===== src/rtl/bus_dma_host.sv =====
// bus_dma_host: word-copy DMA engine that sits on a host port of the shared bus.
// Software programs SRC/DST/LEN through a small device-side register window and
// starts a copy. The engine then alternates read and write requests on the host
// port, one word at a time, and pulses done_o when the last word has been written.
//
// Ports:
//   clk_i, rst_i               clock, asynchronous active-low reset
//   cfg_req_i/cfg_we_i         register access strobe / write enable
//   cfg_addr_i                 register address, bits [3:2] select the register
//   cfg_wdata_i/cfg_rdata_o    register write data / read data (one cycle latency)
//   host_req_o/host_gnt_i      bus request / grant
//   host_addr_o/host_we_o      bus address / write enable
//   host_wdata_o/host_rdata_i  bus write data / read data (valid cycle after grant)
//   busy_o                     copy in progress (start+1 through the DONE cycle)
//   done_o                     one-cycle completion pulse
//
// Register map (cfg_addr_i[3:2]):
//   0 SRC   word-aligned source address
//   1 DST   word-aligned destination address
//   2 LEN   word count
//   3 CTRL  write: bit0 start, bit1 clear done; read: {busy, done}
//
// state   | meaning
// --------+-----------------------------------------------------------
// IDLE    | waiting for a start
// RD_REQ  | read request at cur_src held until granted
// RD_WAIT | read data arrives, latched into the write-data buffer
// WR_REQ  | write request at cur_dst held until granted
// DONE    | completion pulse, sticky done flag set, busy released

module bus_dma_host #(
    parameter int AddressWidth = 32,
    parameter int DataWidth    = 32,
    parameter int LenWidth     = 16
) (
    input  logic                    clk_i,
    input  logic                    rst_i,
    input  logic                    cfg_req_i,
    input  logic                    cfg_we_i,
    input  logic [AddressWidth-1:0] cfg_addr_i,
    input  logic [DataWidth-1:0]    cfg_wdata_i,
    output logic [DataWidth-1:0]    cfg_rdata_o,
    output logic                    host_req_o,
    input  logic                    host_gnt_i,
    output logic [AddressWidth-1:0] host_addr_o,
    output logic                    host_we_o,
    output logic [DataWidth-1:0]    host_wdata_o,
    input  logic [DataWidth-1:0]    host_rdata_i,
    output logic                    busy_o,
    output logic                    done_o
);

    typedef enum logic [2:0] {
        IDLE    = 3'd0,
        RD_REQ  = 3'd1,
        RD_WAIT = 3'd2,
        WR_REQ  = 3'd3,
        DONE    = 3'd4
    } state_t;

    state_t                  state;
    logic [AddressWidth-1:0] src_reg;
    logic [AddressWidth-1:0] dst_reg;
    logic [LenWidth-1:0]     len_reg;
    logic [AddressWidth-1:0] cur_src;
    logic [AddressWidth-1:0] cur_dst;
    logic [LenWidth-1:0]     count;
    logic                    done_flag;

    logic [1:0] reg_sel;
    logic       cfg_wr;
    logic       cfg_rd;
    logic       start;
    logic       clr_done;

    assign reg_sel  = cfg_addr_i[3:2];
    assign cfg_wr   = cfg_req_i & cfg_we_i;
    assign cfg_rd   = cfg_req_i & ~cfg_we_i;
    assign start    = cfg_wr && (reg_sel == 2'd3) && cfg_wdata_i[0];
    assign clr_done = cfg_wr && (reg_sel == 2'd3) && cfg_wdata_i[1];

    logic unused;
    assign unused = ^{cfg_addr_i[AddressWidth-1:4], cfg_addr_i[1:0]};

    // Register window: programmed values are frozen while a copy runs.
    always_ff @(posedge clk_i or negedge rst_i) begin
        if (!rst_i) begin
            src_reg     <= '0;
            dst_reg     <= '0;
            len_reg     <= '0;
            cfg_rdata_o <= '0;
        end else begin
            if (cfg_wr && !busy_o) begin
                case (reg_sel)
                    2'd0:    src_reg <= {cfg_wdata_i[AddressWidth-1:2], 2'b00};
                    2'd1:    dst_reg <= {cfg_wdata_i[AddressWidth-1:2], 2'b00};
                    2'd2:    len_reg <= cfg_wdata_i[LenWidth-1:0];
                    default: ;
                endcase
            end
            if (cfg_rd) begin
                case (reg_sel)
                    2'd0:    cfg_rdata_o <= DataWidth'(src_reg);
                    2'd1:    cfg_rdata_o <= DataWidth'(dst_reg);
                    2'd2:    cfg_rdata_o <= DataWidth'(len_reg);
                    default: cfg_rdata_o <= DataWidth'({busy_o, done_flag});
                endcase
            end
        end
    end

    // Copy engine. Bus outputs are registered and loaded on the transition into
    // each request state so they are stable for the whole request.
    always_ff @(posedge clk_i or negedge rst_i) begin
        if (!rst_i) begin
            state        <= IDLE;
            cur_src      <= '0;
            cur_dst      <= '0;
            count        <= '0;
            done_flag    <= 1'b0;
            busy_o       <= 1'b0;
            done_o       <= 1'b0;
            host_req_o   <= 1'b0;
            host_we_o    <= 1'b0;
            host_addr_o  <= '0;
            host_wdata_o <= '0;
        end else begin
            // Clear-done is overridden below by a start or by the DONE-cycle set.
            if (clr_done) begin
                done_flag <= 1'b0;
            end
            case (state)
                IDLE: begin
                    if (start) begin
                        done_flag <= 1'b0;
                        busy_o    <= 1'b1;
                        if (len_reg != '0) begin
                            cur_src     <= src_reg;
                            cur_dst     <= dst_reg;
                            count       <= len_reg;
                            host_req_o  <= 1'b1;
                            host_we_o   <= 1'b0;
                            host_addr_o <= src_reg;
                            state       <= RD_REQ;
                        end else begin
                            done_o <= 1'b1;
                            state  <= DONE;
                        end
                    end
                end
                RD_REQ: begin
                    if (host_gnt_i) begin
                        host_req_o <= 1'b0;
                        state      <= RD_WAIT;
                    end
                end
                RD_WAIT: begin
                    // host_wdata_o doubles as the word buffer.
                    host_wdata_o <= host_rdata_i;
                    host_req_o   <= 1'b1;
                    host_we_o    <= 1'b1;
                    host_addr_o  <= cur_dst;
                    state        <= WR_REQ;
                end
                WR_REQ: begin
                    if (host_gnt_i) begin
                        cur_src   <= cur_src + AddressWidth'(4);
                        cur_dst   <= cur_dst + AddressWidth'(4);
                        count     <= count - LenWidth'(1);
                        host_we_o <= 1'b0;
                        if (count == LenWidth'(1)) begin
                            host_req_o <= 1'b0;
                            done_o     <= 1'b1;
                            state      <= DONE;
                        end else begin
                            host_req_o  <= 1'b1;
                            host_addr_o <= cur_src + AddressWidth'(4);
                            state       <= RD_REQ;
                        end
                    end
                end
                DONE: begin
                    done_o    <= 1'b0;
                    busy_o    <= 1'b0;
                    done_flag <= 1'b1;
                    state     <= IDLE;
                end
                default: state <= IDLE;
            endcase
        end
    end

endmodule


===== config.mk =====
export PLATFORM = sky130hd
export DESIGN_NAME = bus_dma_host
export DESIGN_NICKNAME = d
export VERILOG_FILES = /design/src/rtl/bus_dma_host.sv
export SDC_FILE = /design/constraint.sdc
export NUM_CORES = 1
export LEC_CHECK = 0
export CORE_MARGIN = 2
export CORE_UTILIZATION = 49
export CTS_CLUSTER_DIAMETER = 80
export DETAILED_ROUTE_END_ITERATION = 7
export PLACE_DENSITY = 0.87
export SLEW_MARGIN = 20
export SYNTH_ARGS = -nofsm -noshare
export SYNTH_HDL_FRONTEND = slang
export SYNTH_SLANG_ARGS = --single-unit
export TNS_END_PERCENT = 30

===== constraint.sdc =====
create_clock -name clk_i -period 2.08 [get_ports clk_i]
set_input_delay 0.416 -clock clk_i [delete_from_list [all_inputs] [get_ports clk_i]]
set_output_delay 0.416 -clock clk_i [all_outputs]
set_load 0.1 [all_outputs]

### Word level (Yosys, flattened, before mapping)

Cells that the tools add are included.

| word-level totals | value |
|---|---|
| logic and storage cells | 100 |
| input bits | 101 |
| register bits | 260 |
| output and inout bits | 100 |

| operators by class | value |
|---|---|
| reductions and logical operators | 23 |
| $add $sub $neg | 3 |
| multiplexer cells | 41 |
| equality and inequality tests | 15 |
| bitwise gates (word level) | 3 |

Operator list:

| kind | count |
|---|---|
| $mux 32 | 8 |
| $pmux 32 s3 | 2 |
| $pmux 32 s2 | 2 |
| $add 32x3->32 const B | 2 |
| $mux 16 | 3 |
| $pmux 16 s2 | 1 |
| $eq 16x1->1 const B | 1 |
| $reduce_bool 16->1 | 1 |
| $sub 16x1->16 const B | 1 |
| $mux 3 | 5 |
| $reduce_and 5->1 | 3 |
| $mux 1 | 14 |
| $ne 2x2->1 const B | 7 |
| $pmux 3 s4 | 1 |
| $reduce_and 2->1 | 4 |
| $reduce_and 4->1 | 2 |
| $eq 3x2->1 const B | 2 |
| $pmux 1 s3 | 2 |
| $reduce_bool 3->1 | 2 |
| $eq 2x2->1 const B | 2 |
| $logic_and 1x1->1 | 4 |
| $pmux 1 s2 | 2 |
| $pmux 1 s4 | 1 |
| $reduce_bool 2->1 | 2 |
| 10 further kinds | 11 |

### Longest topological paths before layout

Gate-level depths: netlist of the first run.

| logic depth | value |
|---|---|
| depth in word-level cells | 6 |
| gate-level depth with buffers | 10 |

### Worst setup path after synthesis of the first run

Ideal clock, no wire load.

| timing | value |
|---|---|
| path type | register -> register |
| from | register count[3] |
| to | register host_addr_o[10] |
| buffers on the path | 2 |
| cell stages (with the launch flop) | 8 |
| arrival time | 2,143 ps |
| setup slack | -189 ps |
| cells stage by stage | dfrtp_1 -> or4_4 -> nor3_4 -> a21oi_2 -> and2_4 -> buf_6 -> buf_6 -> mux2_4 |

| on the way | value |
|---|---|
| cells in the longest elaborated chain, start to end | 3 |

Ends and longest elaborated chain:

| element | RTL line | RTL |
|---|---|---|
| start, declared | 67 | `logic [LenWidth-1:0] count;` |
| start signal, assigned | 140 | `count <= len_reg;` |
| start signal, assigned | 169 | `count <= count - LenWidth'(1);` |
| $eq 16x1->1 | 171 | `if (count == LenWidth'(1)) begin` |
| $ne 2x2->1 (no line) | -- |  |
| $reduce_and 5->1 (no line) | -- |  |
| end signal, assigned | 143 | `host_addr_o <= src_reg;` |
| end signal, assigned | 162 | `host_addr_o <= cur_dst;` |
| end signal, assigned | 177 | `host_addr_o <= cur_src + AddressWidth'(4);` |
| end, declared | 45 | `output logic [AddressWidth-1:0] host_addr_o,` |

Every way passes these cells.
A chain may end at the register's enable or synchronous reset.

### Worst setup path after layout of the first run

| timing | value |
|---|---|
| from | register len_reg[15] |
| to | register cur_src[9] |

| on the way | value |
|---|---|
| cells in the longest elaborated chain, start to end | 3 |

Ends and longest elaborated chain:

| element | RTL line | RTL |
|---|---|---|
| start, declared | 64 | `logic [LenWidth-1:0] len_reg;` |
| start signal, assigned | 97 | `2'd2: len_reg <= cfg_wdata_i[LenWidth-1:0];` |
| $reduce_bool 16->1 | 137 | `if (len_reg != '0) begin` |
| $ne 2x2->1 (no line) | -- |  |
| $reduce_and 4->1 (no line) | -- |  |
| end signal, assigned | 138 | `cur_src <= src_reg;` |
| end signal, assigned | 167 | `cur_src <= cur_src + AddressWidth'(4);` |
| end, declared | 65 | `logic [AddressWidth-1:0] cur_src;` |

Every way passes these cells.

==> run summary, run 1 <==
Final period utilization: 103%
Seq/Total Area, Yosys: 49.2%
Static Leak: 0.00742 µW
CTS tree: yes
Share of cells above drive strength 1: 30.5%
Via count: 12,172
Hpwl dp: 28,100 µm
Die outline area: 0.0278 mm²
Setup crit end kind: flip-flop
Primary FF master, synth: dfrtp_1
Total CTS buffers: 26
CTS H-tree lvls: 1
Die W: 167 µm
Syn Area/Cell: 9.95 µm²
Final setup fails: 19
Diodes inserted: 0
Crit path cell chain: nor4_1, nand4_1, buf_4, a21oi_4, buf_12, clkbuf_16, a221oi_1, nor2_1
# rows: 59
Synth unique cells: 66
Share of the synthesized area in the top cell type: 49.2%
Worst-path clk slew: 0.06 ns
Detailed-route DRC error count: 0
Worst Setup Slack, final: -0.0684 ns
Largest registers: cfg_rdata_o (32), host_wdata_o (32), host_addr_o (31)
First-pass GRT wire length: 63,100 µm
Failing checks: setup timing
Slew headroom: 62.4%
RSZ-0062 raised after global routing: true
Least-Margin Pin Slew: 0.564 ns
First drt pass iteration count: 6
Yosys top cell by area: dfrtp_1
Synthesized net count: 1,410
Critical path type: reg -> reg
Worst Skew: 0.0103 ns
Yosys warning count: 0
CP max stage cell: dfrtp_1
Clock Tree Root: clkbuf_16
Routed WL per cell: 22.0 µm
Detailed router's first-iteration violation count: 1,190
Storage cell area: 0.00638 mm²
Number of synthesized flops with an enable pin: 0
Cell Pwr Density: 1950 mW/mm²
Die Y: 167 µm
WL final: 41,900 µm
Top post-synthesis cells by area: dfrtp_1 (49%), mux2_2 (9.7%), a21oi_1 (4.5%), o21ai_0 (4.3%), mux2i_1 (3.2%)
Clock Sinks: 255
Worst slack, placed: -0.364 ns
Routed Antenna Nets: 0
Pins over their slew limit: 0
Max Freq: 465 MHz
Starting Density: 49.8%
Critical path data required time: 2.53 ns
Mapped Area: 0.0130 mm²
Net count, final: 1,659
Crit path max-delay family: simple AND/OR/NAND/NOR gates
Total gr overflow: 0
Core area: 0.0261 mm²
Post-Syn Instances: 1,305
Largest stage delay on the critical path: 0.41 ns
Worst path buffer plus inverter count: 3
Fillcell total: 1,875
Worst IR Drop VDD: 2.05 mV
Fin. Hold Viols: 0
Hold crit path type: in -> async
Flops & latches, synth: 255
Asr flop ratio synth: 100%
IO Pins: 201
Status: finished, violations left
Vias in the first global route: 12,029
Global-route usage over all layers: 27.7%
Largest net degree at the start of global routing: 61
Combined area of the multi-input logic cells: 0.00634 mm²
Pwr Total: 33,400 µW
Later-pin clock latency in the skew report: 0.54 ns
Commonest non-fill, non-tap cells in the layout: dfrtp_1 (254), buf_4 (220), mux2_2 (112), nand2_1 (110), a21oi_1 (105)
Kind of start point of the critical path: flip-flop
Vias/cell: 6.38
Commonest non-fill, non-tap cell in the layout: dfrtp_1
Max-cap violations: 0
Port bufs: 170
Initial antenna violation count: 0
GPL Wtd Cong: 0.905
Crit path max fanout: 11
Synth-to-Final Area Change: 32.0%
Longest Clk Path Bufs: 3
CP arrival: 2.60 ns
Min cycle time layout: 2.15 ns
## stage by stage
stage / utilization [%] / instances / hold WS [ns] / TNS, ns / instance area (µm²)
floorplan: - / 1305 / 0.120 / -1.69 / 13000
global placement: 60.2 / 1842 / 0.404 / -23.13 / 15700
detailed placement: 60.2 / 1842 / 0.409 / -28.89 / 15700
CTS: 63.8 / 1890 / 0.446 / -0.0154 / 16600
global route: 65.8 / 1908 / 0.476 / -2.24 / 17100
finish: 65.8 / 1908 / 0.417 / -0.303 / 17100
## worst reg2reg max path, cell delays in order, from the launching register on
cell       delay, ns
dfrtp_1         0.41
nor4_1          0.39
nand4_1         0.26
buf_4           0.23
a21oi_4         0.19
buf_12          0.18
clkbuf_16       0.18
a221oi_1        0.05
nor2_1          0.17
## cell type report
class                   instances  share of cell area (%)
clock inverters                 8                   0.672
flip-flops and latches        255                    37.2
repair buffers                324                    17.6
well taps                     335                    2.45
clock buffers                  39                    4.50
inverters                      24                   0.526
multi-input cells             923                    37.0
## synth_stat cells (4+ instances only)
| cell | count |
|---|---|
| buf_1 | 5 |
| nor4_1 | 20 |
| nand4_1 | 22 |
| and3_1 | 17 |
| buf_2 | 5 |
| a2bb2oi_1 | 11 |
| o2bb2ai_1 | 7 |
| and2_1 | 5 |
| nor2_1 | 88 |
| a211o_1 | 4 |
| nand3_1 | 34 |
| a22oi_1 | 16 |
| clkbuf_1 | 88 |
| ha_1 | 4 |
| nor2b_1 | 5 |
| a21oi_1 | 117 |
| inv_1 | 24 |
| a32oi_1 | 5 |
| o31a_1 | 5 |
| xor2_1 | 5 |
| and4_1 | 10 |
| nor3_1 | 26 |
| a21o_1 | 9 |
| mux2i_1 | 42 |
| buf_6 | 4 |
| o21ai_0 | 111 |
| o22ai_1 | 23 |
| xnor2_1 | 7 |
| a31oi_1 | 29 |
| nand2_1 | 110 |
| a31o_2 | 6 |
| o311ai_0 | 4 |
| mux2_4 | 11 |
| mux2_2 | 112 |
| dfrtp_1 | 255 |
## power breakdown
part | internal, µW | switching (µW) | leakage (µW)
Clock | 2920 | 1990 | 0.000439
Combinational | 6460 | 12400 | 0.00390
Sequential | 7280 | 2320 | 0.00308
## routing by layer
metal  global-route usage, %  up-vias  share of wire, %
li1                        -     5282                 -
met1                    34.3     5956                36
met2                    47.5      740                49
met3                    4.78      194               8.9
met4                    13.0        0               6.2
met5                       0        -                 0
## cell families (layout without fill, tap and decap cells)
family / count (synthesis) / in the layout / synth area share, %
DFF: 255 / 255 / 49.2
buffers and inverters: 127 / 395 / 3.98
adders and majority gates: 4 / 4 / 0.386
muxes: 165 / 165 / 14.2
xor gates and xnor gates: 12 / 12 / 0.810
AOI/OAI and AO/OA: 380 / 380 / 17.7
and+or+nand+nor: 362 / 362 / 13.7
## final timing paths
check,start,to,slack [ns],cells after the start
setup / recovery,len_reg[15]$_DFFE_PN0P_,cur_src[9]$_DFFE_PN0P_,-0.07,8
setup reg to reg,len_reg[15]$_DFFE_PN0P_,cur_src[9]$_DFFE_PN0P_,-0.07,8
min in group clk_i,cfg_addr_i[2],done_flag$_DFF_PN0_,0.45,5
hold / removal,rst_i,cfg_rdata_o[22]$_DFFE_PN0P_,0.42,2
max in group asynchronous,rst_i,cfg_rdata_o[8]$_DFFE_PN0P_,0.97,3
hold reg to reg,cfg_rdata_o[12]$_DFFE_PN0P_,cfg_rdata_o[12]$_DFFE_PN0P_,0.48,2
## what timing repair did
| item | 4_1_cts | 5_1_grt |
|---|---|---|
| pin swaps | 3 | 12 |
| setup endpoints to repair | 56 | 77 |
| setup buffers | 0 | 10 |
| gates cloned | 0 | 8 |
| gates resized for setup | 8 | 75 |
| endpoints found under the hold margin | 53 | 0 |
| hold buffers | 1 | 0 |
Note: power is estimated with default switching activity, not from simulation.
==> inputs of run 2 (changes only) <==
- SLEW_MARGIN: 20 -> not set
==> results of run 2 <==
No change in the layout: final DEF, timing and power equal those of run 1.
==> inputs of run 3 (changes only) <==
- SLEW_MARGIN: not set -> 20
==> results of run 3 <==
No change in the layout: final DEF, timing and power equal those of run 1.
